### config.mk
export PLATFORM = sky130hd
export DESIGN_NAME = forward_ctrl
export DESIGN_NICKNAME = d
export VERILOG_FILES = /design/src/rtl/forward_ctrl.sv
export SDC_FILE = /design/constraint.sdc
export NUM_CORES = 1
export LEC_CHECK = 0
export ABC_AREA = 1
export CORE_ASPECT_RATIO = 0.75
export CORE_MARGIN = 3
export CORE_UTILIZATION = 51
export DETAILED_ROUTE_END_ITERATION = 10
export PLACE_DENSITY_LB_ADDON = 0.3
export SYNTH_ARGS = -nofsm -noshare
export SYNTH_HDL_FRONTEND = slang
export SYNTH_SLANG_ARGS = --single-unit
### constraint.sdc
create_clock -name clk_i -period 1.55 [get_ports clk_i]
set_input_delay 0.155 -clock clk_i [delete_from_list [all_inputs] [get_ports clk_i]]
set_output_delay 0.155 -clock clk_i [all_outputs]
set_load 0.05 [all_outputs]
### src/rtl/forward_ctrl.sv
`default_nettype none
// ============================================================================
// Module      : forward_ctrl
// Description : Operand-forwarding and load-use hazard control for a classic
//               5-stage pipeline. Tracks the instructions in EX, MEM and WB,
//               decodes 3:1 forwarding-mux selects for both EX operands, and
//               raises a single-cycle stall for a load-use dependency.
//               Also keeps a saturating count of stall cycles.
// Ports       :
//   clk_i          - clock, all state updates on the rising edge
//   rst_i          - synchronous active-high reset
//   id_valid_i     - a real instruction is in ID
//   id_rs_i/rt_i   - ID source registers
//   id_rd_i        - ID destination register
//   id_regwrite_i  - ID instruction writes the register file
//   id_memread_i   - ID instruction is a load
//   flush_i        - discard the ID instruction (branch taken)
//   fwd_a_o/b_o    - operand mux selects: 0 = regfile, 1 = EX/MEM, 2 = MEM/WB
//   stall_o        - hold PC and IF/ID, insert a bubble into EX
//   stall_cnt_o    - saturating stall-cycle count
// Revision    : 1.0 - initial release
// ============================================================================
module forward_ctrl #(
    parameter int REG_AW = 5,
    parameter int CNT_W  = 16
) (
    input  logic              clk_i,
    input  logic              rst_i,
    input  logic              id_valid_i,
    input  logic [REG_AW-1:0] id_rs_i,
    input  logic [REG_AW-1:0] id_rt_i,
    input  logic [REG_AW-1:0] id_rd_i,
    input  logic              id_regwrite_i,
    input  logic              id_memread_i,
    input  logic              flush_i,
    output logic [1:0]        fwd_a_o,
    output logic [1:0]        fwd_b_o,
    output logic              stall_o,
    output logic [CNT_W-1:0]  stall_cnt_o
);

    localparam logic [1:0] c_SEL_RF  = 2'd0;
    localparam logic [1:0] c_SEL_MEM = 2'd1;
    localparam logic [1:0] c_SEL_WB  = 2'd2;

    // ------------------------------------------------------------------
    // Pipeline slots
    // ------------------------------------------------------------------
    logic              r_ex_valid,  r_mem_valid,  r_wb_valid;
    logic [REG_AW-1:0] r_ex_rs,     r_mem_rs,     r_wb_rs;
    logic [REG_AW-1:0] r_ex_rt,     r_mem_rt,     r_wb_rt;
    logic [REG_AW-1:0] r_ex_rd,     r_mem_rd,     r_wb_rd;
    logic              r_ex_rw,     r_mem_rw,     r_wb_rw;
    logic              r_ex_mr,     r_mem_mr,     r_wb_mr;
    logic [CNT_W-1:0]  r_stall_cnt;

    logic              w_stall;
    logic              w_ex_load;
    logic              w_mem_src;
    logic              w_wb_src;
    logic              w_ex_take;
    logic [1:0]        w_fwd_a;
    logic [1:0]        w_fwd_b;

    // A load that would feed the ID instruction is still in EX: its data
    // only exists after MEM, so the consumer waits one cycle. Flush
    // suppresses the stall because the consumer is being discarded anyway.
    assign w_ex_load = r_ex_valid && r_ex_mr && (r_ex_rd != '0);
    assign w_stall   = w_ex_load && id_valid_i && !flush_i &&
                       ((r_ex_rd == id_rs_i) || (r_ex_rd == id_rt_i));

    assign w_ex_take = id_valid_i && !flush_i && !w_stall;

    // A slot only supplies forwarded data when it really writes a nonzero
    // register. A load can never reach MEM with a dependent instruction
    // behind it in EX (the stall above separates them), so select 1 never
    // picks up a load address.
    assign w_mem_src = r_mem_valid && r_mem_rw && (r_mem_rd != '0);
    assign w_wb_src  = r_wb_valid  && r_wb_rw  && (r_wb_rd  != '0);

    always_comb begin
        w_fwd_a = c_SEL_RF;
        w_fwd_b = c_SEL_RF;
        if (r_ex_valid) begin
            // MEM is checked first so the newest value wins.
            if (w_mem_src && (r_mem_rd == r_ex_rs)) begin
                w_fwd_a = c_SEL_MEM;
            end else if (w_wb_src && (r_wb_rd == r_ex_rs)) begin
                w_fwd_a = c_SEL_WB;
            end
            if (w_mem_src && (r_mem_rd == r_ex_rt)) begin
                w_fwd_b = c_SEL_MEM;
            end else if (w_wb_src && (r_wb_rd == r_ex_rt)) begin
                w_fwd_b = c_SEL_WB;
            end
        end
    end

    // ------------------------------------------------------------------
    // Slot advance: MEM and WB always move; EX takes ID or a bubble.
    // ------------------------------------------------------------------
    always_ff @(posedge clk_i) begin
        if (rst_i) begin
            r_ex_valid  <= 1'b0;
            r_mem_valid <= 1'b0;
            r_wb_valid  <= 1'b0;
        end else begin
            r_wb_valid  <= r_mem_valid;
            r_mem_valid <= r_ex_valid;
            r_ex_valid  <= w_ex_take;
        end
    end

    // Payload fields carry no reset; they are meaningless while valid = 0.
    always_ff @(posedge clk_i) begin
        r_wb_rs  <= r_mem_rs;
        r_wb_rt  <= r_mem_rt;
        r_wb_rd  <= r_mem_rd;
        r_wb_rw  <= r_mem_rw;
        r_wb_mr  <= r_mem_mr;
        r_mem_rs <= r_ex_rs;
        r_mem_rt <= r_ex_rt;
        r_mem_rd <= r_ex_rd;
        r_mem_rw <= r_ex_rw;
        r_mem_mr <= r_ex_mr;
        r_ex_rs  <= id_rs_i;
        r_ex_rt  <= id_rt_i;
        r_ex_rd  <= id_rd_i;
        r_ex_rw  <= id_regwrite_i;
        r_ex_mr  <= id_memread_i;
    end

    // ------------------------------------------------------------------
    // Saturating stall counter
    // ------------------------------------------------------------------
    always_ff @(posedge clk_i) begin
        if (rst_i) begin
            r_stall_cnt <= '0;
        end else if (w_stall && (r_stall_cnt != {CNT_W{1'b1}})) begin
            r_stall_cnt <= r_stall_cnt + {{(CNT_W-1){1'b0}}, 1'b1};
        end
    end

    // Source fields of the later slots are kept for pipeline visibility
    // only; nothing downstream of this block decodes them.
    logic w_unused;
    assign w_unused = ^{r_mem_rs, r_mem_rt, r_mem_mr,
                        r_wb_rs, r_wb_rt, r_wb_mr};

    assign fwd_a_o     = w_fwd_a;
    assign fwd_b_o     = w_fwd_b;
    assign stall_o     = w_stall;
    assign stall_cnt_o = r_stall_cnt;

endmodule
`default_nettype wire

==> results.py <==
metrics = {
    "worst_setup_path": {
        "worst-path-max-fanout": 4,
        "cpMaxStageDelayCell": "dfxtp_2",
        "crit_buf_inv": 3,
        "crit_family": "simple AND/OR/NAND/NOR gates",
        "start_kind": "flip-flop",
        "path_class": "flip-flop to output pin",
        "endpoint_kind": "output pin",
        "crit_path_max_incr_delay_ns": 0.36,
        "required_ns": 1.39,
        "arrival_ns": 1.55,
        "crit_chain": "nor3_2 -> nand2_1 -> nand3_1 -> inv_1 -> nand2_1 -> inv_1 -> nor2_2 -> buf_12",
    },
    "synth": {
        "synth_cells": 307,
        "synth.avg_cell_area_um2": 7.25,
        "synth_nets": 329,
        "ys_seq_area_frac": 0.432,
        "synth-edff-count": 0,
        "syn-cell-area_mm2": 0.00223,
        "ys_types": 26,
        "ys.warnings.count": 0,
        "synth_ff_type": "dfxtp_1",
        "ys_seq_elements": 48,
        "async_flop_share": 0,
    },
    "floorplanning": {
        "dieArea_mm2": 0.00520,
        "boundaryPins": 42,
        "core_area_mm2": 0.00413,
        "start_util": 0.539,
        "dieWidth_um": 82.3,
        "die_y_um": 63.2,
        "num_rows": 20,
    },
    "drt": {
        "detail-route-antenna-nets": 0,
        "detail_route.vias_per_cell": 5.05,
        "via_count": 2140,
        "avgRoutedWirePerCell_um": 13.7,
        "drc": 0,
        "routed_wl_um": 5810,
        "drt_iter0_drc": 146,
        "dr.pass1.iters": 4,
    },
    "timing": {
        "finalSetupViolations": 5,
        "fin_ws_ns": -0.152,
        "hold_viol": 0,
        "worst_slew_pin_slew_ns": 0.245,
        "finalCritPeriodShare": 1.10,
        "drv_slew": 0,
        "holdWs_ns": 0.0314,
        "max_clock_freq_ghz": 0.587,
        "maxSlewHeadroom": 0.836,
        "fin_crit_ns": 1.70,
        "fin_skew_ns": 0.00290,
        "rsz0062_at_grt": "true",
    },
    "run_status": {
        "outcome": "finished with violations",
        "violations": "setup timing",
    },
    "placement": {
        "place_congestion": 0.879,
        "detailedPlace.worstSlack_ns": -0.175,
        "hpwl_um": 3920,
        "place_area_mm2": 0.00282,
        "io_buffers": 41,
    },
    "global_route": {
        "grt_pass1_vias": 2007,
        "top_usage_layer": "met2",
        "use_met3": 0.0514,
        "antenna_found_initial": 0,
        "overflow": 0,
        "use_met2": 0.348,
        "grt_pass1_wl_um": 9160,
        "gr-usage-met1": 0.315,
        "grt_usage": 0.228,
        "grt_max_degree": 16,
    },
    "min_path": {
        "worstHoldPathType": "input pin to flip-flop",
    },
    "clock_network": {
        "cts.sinks": 48,
        "cts.clk_slew.worst_paths_ns": 0.09,
        "clk_latency_ns": 0.31,
        "htree_num_levels": 2,
        "cts_tree": "built",
        "numCtsBuffers": 5,
        "hold_buffers": 0,
        "cts-root-buf": "clkbuf_8",
        "cts_buffer_depth": 2,
    },
    "pwr": {
        "power_density_mw_per_mm2": 856,
        "finalPower_mw": 2.72,
        "irDropWorstVdd_mv": 0.560,
        "cellLeakagePower_nw": 1.49,
    },
    "job": {
        "maxCapViolCount": 0,
    },
    "cells_and_area": {
        "fillCellCount": 289,
        "insertedDiodeCount": 0,
        "drive_gt1_frac": 0.317,
        "layout.nets": 390,
        "finish.instance_area_mm2": 0.00318,
        "area_growth_pct": 42.7,
    },
}
layout make-up:
type	instances	area (µm²)	area share
sequential	48	1030	0.323
tap	55	68.8	0.0217
timing repair buffer	58	561	0.177
multi-input combinational	204	1170	0.369
clock inverter	2	60.1	0.0189
inverter	51	194	0.0611
clock buffer	6	93.8	0.0296
sequential cells by signal, summed over array words and instances (netlist names):
name,count
r_mem_valid,1
r_mem_rw,1
r_wb_valid,1
r_wb_rw,1
r_mem_rd,5
r_ex_rt,5
r_ex_rd,5
r_ex_rw,1
r_ex_rs,5
r_ex_valid,1
stall_cnt_o,16
r_wb_rd,5
r_ex_mr,1
kinds of logic (layout without fill, tap and decap cells):
group                      count (synthesis)  count (layout)  share of synthesized area
adders and majority gates                  1               1                    0.00562
DFF                                       48              48                      0.432
and+or+nand+nor                          162             162                      0.330
AOI/OAI and AO/OA                         21              21                     0.0568
buffers and inverters                     55             117                     0.0972
xor gates and xnor gates                  20              20                     0.0787
synth_stat cells (all sizes together) (2+ instances only):
cell type / count / area share
buf: 3 / 0.0096
a21oi: 9 / 0.020
o21bai: 2 / 0.0067
dfxtp: 48 / 0.43
a211oi: 2 / 0.0067
xor2: 7 / 0.028
o21ai: 3 / 0.0067
nand4: 20 / 0.063
inv: 51 / 0.086
xnor2: 13 / 0.051
a221oi: 2 / 0.0079
o22ai: 2 / 0.0056
nor2: 38 / 0.074
nand3: 18 / 0.043
nor3: 2 / 0.0045
nand2: 82 / 0.14
repair_timing:
| action | 4_1_cts | 5_1_grt |
|---|---|---|
| gates resized for setup | 29 | 34 |
| pin swaps | 9 | 17 |
| setup endpoints to repair | 5 | 16 |
| setup buffers | 0 | 4 |
layer usage:
layer  wire (µm)  vias to the layer above
met5           0                        -
met2        2660                       70
met3         421                        9
met4          64                        0
li1            -                     1093
met1        2660                      968
through the flow:
stage	TNS, ns	std cells	util
6_report	-0.510	424	0.769
5_1_grt	-1.22	424	0.769
2_1_floorplan	0	307	-
3_3_place_gp	-2.00	412	0.682
3_5_place_dp	-2.14	412	0.682
4_1_cts	-0.447	420	0.736
path summary, 6_finish.rpt:
path | slack, ns | to | from | cells after the start
setup / recovery | -0.15 | fwd_b_o[1] | r_mem_rd[4] | 8
hold / removal | 0.03 | r_ex_rt[4] | id_rt_i[4] | 1
setup reg to reg | 0.08 | stall_cnt_o[2] | r_ex_rd[0] | 11
hold reg to reg | 0.34 | r_mem_rw | r_ex_rw | 0
placed cells by master, fill, tap and decap left out, drive strengths merged, types with 2 or more instances in the layout:
| cell type | n |
|---|---|
| o21bai | 2 |
| clkbuf | 6 |
| bufinv | 2 |
| inv | 51 |
| xor2 | 7 |
| dlymetal6s2s | 2 |
| o22ai | 2 |
| clkdlybuf4s50 | 18 |
| a21oi | 9 |
| a221oi | 2 |
| dfxtp | 48 |
| a211oi | 2 |
| buf | 38 |
| xnor2 | 13 |
| nand3 | 18 |
| nor2 | 38 |
| nand2 | 82 |
| nor3 | 2 |
| nand4 | 20 |
| o21ai | 3 |
report_power, final:
part / internal [mW] / switching [mW] / total (mW)
Clock: 0.741 / 0.429 / 1.17
Sequential: 1.27 / 0.0536 / 1.32
Combinational: 0.125 / 0.0990 / 0.224
Total: 2.14 / 0.581 / 2.72
Note: power is estimated with default switching activity, not from simulation.
